<file path="config.mk">
export PLATFORM = sky130hd
export DESIGN_NAME = uart_tx_port
export DESIGN_NICKNAME = d
export VERILOG_FILES = /design/src/rtl/uart_tx_port.sv
export SDC_FILE = /design/constraint.sdc
export NUM_CORES = 1
export LEC_CHECK = 0
export BUFFER_PORTS_ARGS = -buffer_cell sky130_fd_sc_hd__buf_4
export CAP_MARGIN = 20
export CORE_ASPECT_RATIO = 1.25
export CORE_MARGIN = 5
export CORE_UTILIZATION = 25
export DETAILED_ROUTE_END_ITERATION = 8
export SLEW_MARGIN = 20
export SYNTH_ARGS = -nofsm -noshare
export SYNTH_HDL_FRONTEND = slang
export SYNTH_SLANG_ARGS = --single-unit
</file>
<file path="constraint.sdc">
create_clock -name clk -period 3.8 [get_ports clk]
set_clock_uncertainty 0.05 [all_clocks]
set_input_delay 0.38 -clock clk [delete_from_list [all_inputs] [get_ports clk]]
set_output_delay 0.38 -clock clk [all_outputs]
set_load 0.05 [all_outputs]
</file>
<file path="src/rtl/uart_tx_port.sv">
// Memory-mapped 8N1 serial transmitter with a small byte FIFO.
// The data/status register pair mirrors the keypad input port.
module uart_tx_port #(
   parameter logic [15:0] BASE_ADDR  = 16'hd004,
   parameter int          CLK_DIV    = 5208,
   parameter int          FIFO_DEPTH = 4
) (
   input  logic        clk,
   input  logic        rst_n,
   input  logic [15:0] address,
   input  logic [15:0] data_out,
   input  logic        memwt,
   output logic [15:0] rd_data,
   output logic        hit,
   output logic        tx,
   output logic        busy
);

   localparam int              PW          = $clog2(FIFO_DEPTH);
   localparam int              CW          = $clog2(CLK_DIV);
   localparam logic [15:0]     STAT_ADDR   = BASE_ADDR + 16'd1;
   localparam logic [CW-1:0]   BAUD_RELOAD = CW'(CLK_DIV - 1);
   localparam logic [PW:0]     FULL_COUNT  = (PW + 1)'(FIFO_DEPTH);

   localparam logic [1:0] IDLE  = 2'd0;
   localparam logic [1:0] START = 2'd1;
   localparam logic [1:0] DATA  = 2'd2;
   localparam logic [1:0] STOP  = 2'd3;

   logic [7:0]    mem_r [FIFO_DEPTH];
   logic [PW-1:0] wr_ptr_r;
   logic [PW-1:0] rd_ptr_r;
   logic [PW:0]   count_r;
   logic          overflow_r;
   logic [1:0]    state_r;
   logic [CW-1:0] baud_r;
   logic [2:0]    bit_idx_r;
   logic [7:0]    shift_r;
   logic          tx_r;
   logic          busy_r;

   logic          full_s;
   logic          empty_s;
   logic          data_wr_s;
   logic          stat_wr_s;
   logic          baud_zero_s;
   logic          pop_s;
   logic          push_s;
   logic [7:0]    head_s;
   logic          unused_data_s;

   assign full_s        = (count_r == FULL_COUNT);
   assign empty_s       = (count_r == '0);
   assign data_wr_s     = memwt && (address == BASE_ADDR);
   assign stat_wr_s     = memwt && (address == STAT_ADDR);
   assign baud_zero_s   = (baud_r == '0);
   assign head_s        = mem_r[rd_ptr_r];
   assign hit           = (address == BASE_ADDR) || (address == STAT_ADDR);
   assign tx            = tx_r;
   assign busy          = busy_r;
   assign unused_data_s = ^data_out[15:8];

   // A full FIFO still accepts a push when the serialiser pops on the same edge.
   always_comb begin
      pop_s = 1'b0;
      case (state_r)
         IDLE:    pop_s = !empty_s;
         STOP:    pop_s = baud_zero_s && !empty_s;
         default: pop_s = 1'b0;
      endcase
      push_s = data_wr_s && (!full_s || pop_s);
   end

   // CPU read multiplexer
   always_comb begin
      if (address == STAT_ADDR) begin
         rd_data = {12'h000, overflow_r, busy_r, empty_s, full_s};
      end else if (address == BASE_ADDR) begin
         rd_data = {8'h00, head_s};
      end else begin
         rd_data = 16'h0000;
      end
   end

   // FIFO storage
   always_ff @(posedge clk) begin
      if (push_s) begin
         mem_r[wr_ptr_r] <= data_out[7:0];
      end
   end

   // FIFO pointers, occupancy and sticky overflow
   always_ff @(posedge clk or negedge rst_n) begin
      if (!rst_n) begin
         wr_ptr_r   <= '0;
         rd_ptr_r   <= '0;
         count_r    <= '0;
         overflow_r <= 1'b0;
      end else begin
         if (push_s) begin
            wr_ptr_r <= wr_ptr_r + PW'(1);
         end
         if (pop_s) begin
            rd_ptr_r <= rd_ptr_r + PW'(1);
         end
         if (push_s && !pop_s) begin
            count_r <= count_r + (PW + 1)'(1);
         end else if (pop_s && !push_s) begin
            count_r <= count_r - (PW + 1)'(1);
         end
         if (stat_wr_s) begin
            overflow_r <= 1'b0;
         end else if (data_wr_s && full_s && !pop_s) begin
            overflow_r <= 1'b1;
         end
      end
   end

   // Frame serialiser; tx/busy are registered to the state being entered
   always_ff @(posedge clk or negedge rst_n) begin
      if (!rst_n) begin
         state_r   <= IDLE;
         baud_r    <= '0;
         bit_idx_r <= 3'd0;
         shift_r   <= 8'h00;
         tx_r      <= 1'b1;
         busy_r    <= 1'b0;
      end else begin
         case (state_r)
            IDLE: begin
               if (pop_s) begin
                  shift_r <= head_s;
                  baud_r  <= BAUD_RELOAD;
                  state_r <= START;
                  tx_r    <= 1'b0;
                  busy_r  <= 1'b1;
               end else begin
                  tx_r   <= 1'b1;
                  busy_r <= 1'b0;
               end
            end
            START: begin
               if (baud_zero_s) begin
                  baud_r    <= BAUD_RELOAD;
                  bit_idx_r <= 3'd0;
                  state_r   <= DATA;
                  tx_r      <= shift_r[0];
               end else begin
                  baud_r <= baud_r - CW'(1);
               end
            end
            DATA: begin
               if (baud_zero_s) begin
                  baud_r <= BAUD_RELOAD;
                  if (bit_idx_r == 3'd7) begin
                     state_r <= STOP;
                     tx_r    <= 1'b1;
                  end else begin
                     shift_r   <= {1'b0, shift_r[7:1]};
                     bit_idx_r <= bit_idx_r + 3'd1;
                     tx_r      <= shift_r[1];
                  end
               end else begin
                  baud_r <= baud_r - CW'(1);
               end
            end
            STOP: begin
               if (baud_zero_s) begin
                  if (pop_s) begin
                     shift_r <= head_s;
                     baud_r  <= BAUD_RELOAD;
                     state_r <= START;
                     tx_r    <= 1'b0;
                  end else begin
                     state_r <= IDLE;
                     busy_r  <= 1'b0;
                  end
               end else begin
                  baud_r <= baud_r - CW'(1);
               end
            end
            default: begin
               state_r <= IDLE;
               tx_r    <= 1'b1;
               busy_r  <= 1'b0;
            end
         endcase
      end
   end

endmodule

</file>
==> results.md <==
STA:
- The peak clock frequency supported by timing is 309.5 MHz.
- The final number of max-transition violations is 0.
- The worst path needs 3.231 ns of the cycle, external delays included.
- The post-route fraction of the period consumed by the critical path is 85.03%.
- Setup repair after global routing left no endpoint under its margin.
- The slew at the pin closest to its max-slew limit is 0.8638 ns.
- Setup slack closes at 0.5690 ns.
- Setup violations remaining at the end of the flow were counted as 0.
- The relative slew slack is 41.78%.
- The total negative slack for setup checks is 0 ns.
- The number of endpoints with negative hold slack in the final report was 0.

Logic synthesis:
- The proportion of netlist area held by the largest area contributor is 25.98%.
- During synthesis, Yosys emitted a total of 0 warnings.
- The number of enable flip-flop cells after synthesis is 32.
- Each instance of the synthesized netlist takes up on average 11.21 sq um.
- The synthesized design contains 68 register bits.
- After synthesis, flip-flops and latches occupy 50.37% of the total area.
- For this run, the leading register cell type out of synthesis is sky130_fd_sc_hd__dfrtp_1.
- The number of distinct library cell variants in the gate-level netlist after synthesis is 61.
- The cell area after synthesis is 3699 sq um.
- The library cell occupying the most area in the post-synthesis netlist is sky130_fd_sc_hd__edfxtp_1.
- The count of mapped cells out of synthesis is 330.
- By area the synthesized netlist is led by sky130_fd_sc_hd__edfxtp_1 (26%), sky130_fd_sc_hd__dfrtp_1 (24%), sky130_fd_sc_hd__mux4_2 (4.9%).
- For this run, asynchronously set or reset flops after synthesis account for 52.94%.

Floorplanning:
- The top-level port count is 54.
- The height of the chip is 146.0 um.
- The floorplan step defined a core boundary enclosing 14470 sq um.
- The initial utilization of the core area, before any placement, comes to 25.56%.
- The number of standard-cell rows in the floorplan is 49.
- The floorplan die area is 17340 sq um.
- The horizontal extent of the die is 118.8 um.

Global route:
- The pin count of the biggest net entering global routing is 37.
- The first global-routing pass estimated 13810 um of wire.
- The overall fraction of global-route tracks in use is 9.760%.
- Global routing finished with a remaining overflow of 0.
- The number of antenna violations at the first check in global routing was 0.
- The via count of the first global-routing pass is 2912.

Critical path:
- The type of the setup path with the least slack is reg2reg.
- The worst path arrival time is 3.44 ns.
- The cell family with the largest share of critical-path delay is adder cells.
- The type of element capturing the critical path is a flip-flop.
- The worst register-to-register path begins at state_r[1].
- The peak fanout along the critical path is 12.
- The buffering stage count on the worst path with inverters included is 1.
- At the worst endpoint, the required time is 4.01 ns.
- The worst setup path is launched from a flip-flop.
- The signal on the critical path passes through ha_1 > and3b_1 > a41oi_1 > o21a_1 > nor4_4 > ha_1 > inv_1 > fa_1 > xor2_1 > nor2_1 > xor2_1.
- In this design, the stage delay of the slowest critical-path cell is 0.44 ns.
- The critical path's slowest cell is sky130_fd_sc_hd__ha_1.
- The start point of the critical path is state_r[1].

Place:
- Routability-driven placement finished with a final weighted congestion of 0.8439.
- The pre-CTS setup slack is 0.5609 ns.
- The post-detailed-placement half-perimeter wirelength is 5965 um.
- Once placement finished, the instance area stood at 4121 sq um.
- The count of buffers added on input and output ports is 37.

Finish:
- The cell area after layout is 4408 sq um.
- The area growth from synthesis to layout is 19.18%.
- The layout net count is 414.
- The layout has 1461 filler cells.
- The layout cell share with drive strength beyond 1 is 22.76%.
- The number of antenna diodes in the final layout is 0.

Power:
- The total leakage power is 1.734 nW.
- The combinational power share is 3.4%.
- The worst-case IR drop observed on VDD is 0.3364 mV.
- The switching power total is 0.3610 mW.
- The cell-internal power is 1.235 mW.
- The clock share of power is 48.2%.
- Power spread over the standard cell area amounts to 362.0 nW/um^2.
- Per report_power, the sequential group accounts for 48.4% of the total.
- The design draws 1.596 mW.
- In this run switching power makes up 22.62% of total power.

Run:
- The number of maximum-capacitance violations is 0.

Route:
- The detail route stage leaves a number of antenna-violating nets equal to 0.
- In this run, the number of DRC markers left after iteration 0 of detailed routing was 149.
- The total DRC errors in the routed layout is 0.
- The first detailed-routing pass took 4 iterations.
- The number of vias per cell is 4.945.
- The total length of routed wires is 8137 um.
- The vias after detailed routing is 2705.
- Dividing the detail-routed wire length by the instance count gives 14.88 um.

Clock network:
- The later pin in the worst-skew pair is clocked with a latency of 0.33 ns.
- The total CTS buffers is 9.
- After clock tree synthesis, the clock-pin slew on the worst setup and hold paths is 0.06 ns.
- The buffer type at the clock tree root is sky130_fd_sc_hd__clkbuf_16.
- After clock tree synthesis, the setup repair step added 0 buffers.
- TritonCTS built the clock tree.
- The clock passes through at most 2 buffers.
- Clock tree synthesis found a total of 68 sinks.
- The H-tree depth reported by CTS is 3.

Outcome:
- The run finished with clean final reports.

Min path:
- In this run the most critical hold path is launched from data_out[3].
- The class of the worst hold path is in2reg.
==> cells in the mapped netlist, drive strengths merged (9+ instances only) <==
cell type  instances
nand3              9
ha                14
nor2              29
nand4             16
inv               14
nand2             16
clkbuf            12
buf               13
dfrtp             35
a21oi             12
o21ai             18
edfxtp            32
==> power by group through the flow <==
stage,Combinational [mW],Sequential [mW],Clock (mW)
floorplan,0.0286,0.786,0
global placement,0.0529,0.786,0
detailed placement,0.0543,0.786,0
CTS,0.0553,0.772,0.782
global route,0.0592,0.771,0.818
finish,0.0545,0.772,0.769
==> registers in the layout, indices dropped and copies added, names as in the netlist <==
register	flops
rd_ptr_r	2
count_r	3
overflow_r	1
baud_r	13
tx	1
state_r	2
shift_r	8
bit_idx_r	3
wr_ptr_r	2
busy	1
mem_r	32
==> area by class of cell <==
type / instances / area (sq um) / area share (%)
clock buffers: 9 / 225.2 / 5.109
clock inverters: 7 / 51.30 / 1.164
repair buffers: 41 / 310.3 / 7.039
inverters: 14 / 52.55 / 1.192
well taps: 178 / 222.7 / 5.053
flip-flops and latches: 68 / 1863 / 42.27
multi-input cells: 230 / 1683 / 38.18
==> layout by cell type (no fill, tap or decap), types with 3 or more instances in the layout <==
cell type	synthesis	routed
sky130_fd_sc_hd__buf_4	8	40
sky130_fd_sc_hd__dfrtp_1	35	35
sky130_fd_sc_hd__edfxtp_1	32	32
sky130_fd_sc_hd__nor2_1	28	28
sky130_fd_sc_hd__nand4_1	16	16
sky130_fd_sc_hd__o21ai_0	16	16
sky130_fd_sc_hd__nand2_1	16	16
sky130_fd_sc_hd__inv_1	14	14
sky130_fd_sc_hd__ha_1	14	14
sky130_fd_sc_hd__a21oi_1	11	11
sky130_fd_sc_hd__nand3_1	9	9
sky130_fd_sc_hd__clkbuf_16	0	9
sky130_fd_sc_hd__mux4_2	8	8
sky130_fd_sc_hd__and2_1	8	8
sky130_fd_sc_hd__conb_1	1	8
sky130_fd_sc_hd__or3b_2	7	7
sky130_fd_sc_hd__nor3_1	6	6
sky130_fd_sc_hd__or4_1	5	5
sky130_fd_sc_hd__nor4_1	5	5
sky130_fd_sc_hd__o22a_1	4	4
sky130_fd_sc_hd__and3_1	4	4
sky130_fd_sc_hd__mux2i_1	4	4
sky130_fd_sc_hd__mux2_2	4	4
sky130_fd_sc_hd__clkinvlp_4	0	4
sky130_fd_sc_hd__nand2b_1	3	3
sky130_fd_sc_hd__or3_1	3	3
sky130_fd_sc_hd__a22oi_1	3	3
sky130_fd_sc_hd__xnor2_1	3	3
sky130_fd_sc_hd__xor2_1	3	3
==> per-stage QoR <==
step | util [%] | instances | hold WS, ns
floorplan | - | 337 | 0.03441
global placement | 28.49 | 530 | 0.3272
detailed placement | 28.49 | 530 | 0.3349
CTS | 30.47 | 547 | 0.1870
global route | 30.47 | 547 | 0.1886
finish | 30.47 | 547 | 0.1949
==> cells by family after synthesis <==
group,Yosys count,share of synthesized area (%)
mux,16,7.172
xor+xnor,6,1.421
flops,68,50.37
buf+inv,39,4.838
compound gates,61,11.30
simple gates,124,19.52
fa+ha+maj,15,5.277
other cells,1,0.1014
==> metal layers <==
layer  up-vias  GRT usage [%]  wire length (um)
li1       1285              -                 -
met1      1332          11.17              3427
met2        75          17.41              4177
met3        13          2.760               377
met4         0          3.246               154
met5         -              0                 0
==> final timing paths <==
| path | end | slack, ns | cells after the start |
|---|---|---|---|
| max in group asynchronous | tx | 2.82 | 2 |
| worst max register to register | count_r[2] | 0.57 | 11 |
| worst min register to register | shift_r[7] | 0.45 | 1 |
| worst max-delay path | count_r[2] | 0.57 | 11 |
| worst min-delay path | mem_r[2][3] | 0.19 | 1 |
| min in group asynchronous | baud_r[5] | 0.52 | 2 |
==> repair_timing <==
item                                   CTS  global route
gates resized for setup                  0             0
hold buffers                             1             0
endpoints found under the hold margin   35             0
setup endpoints to repair                0             0
No activity file was read; power rests on OpenSTA's default activity.
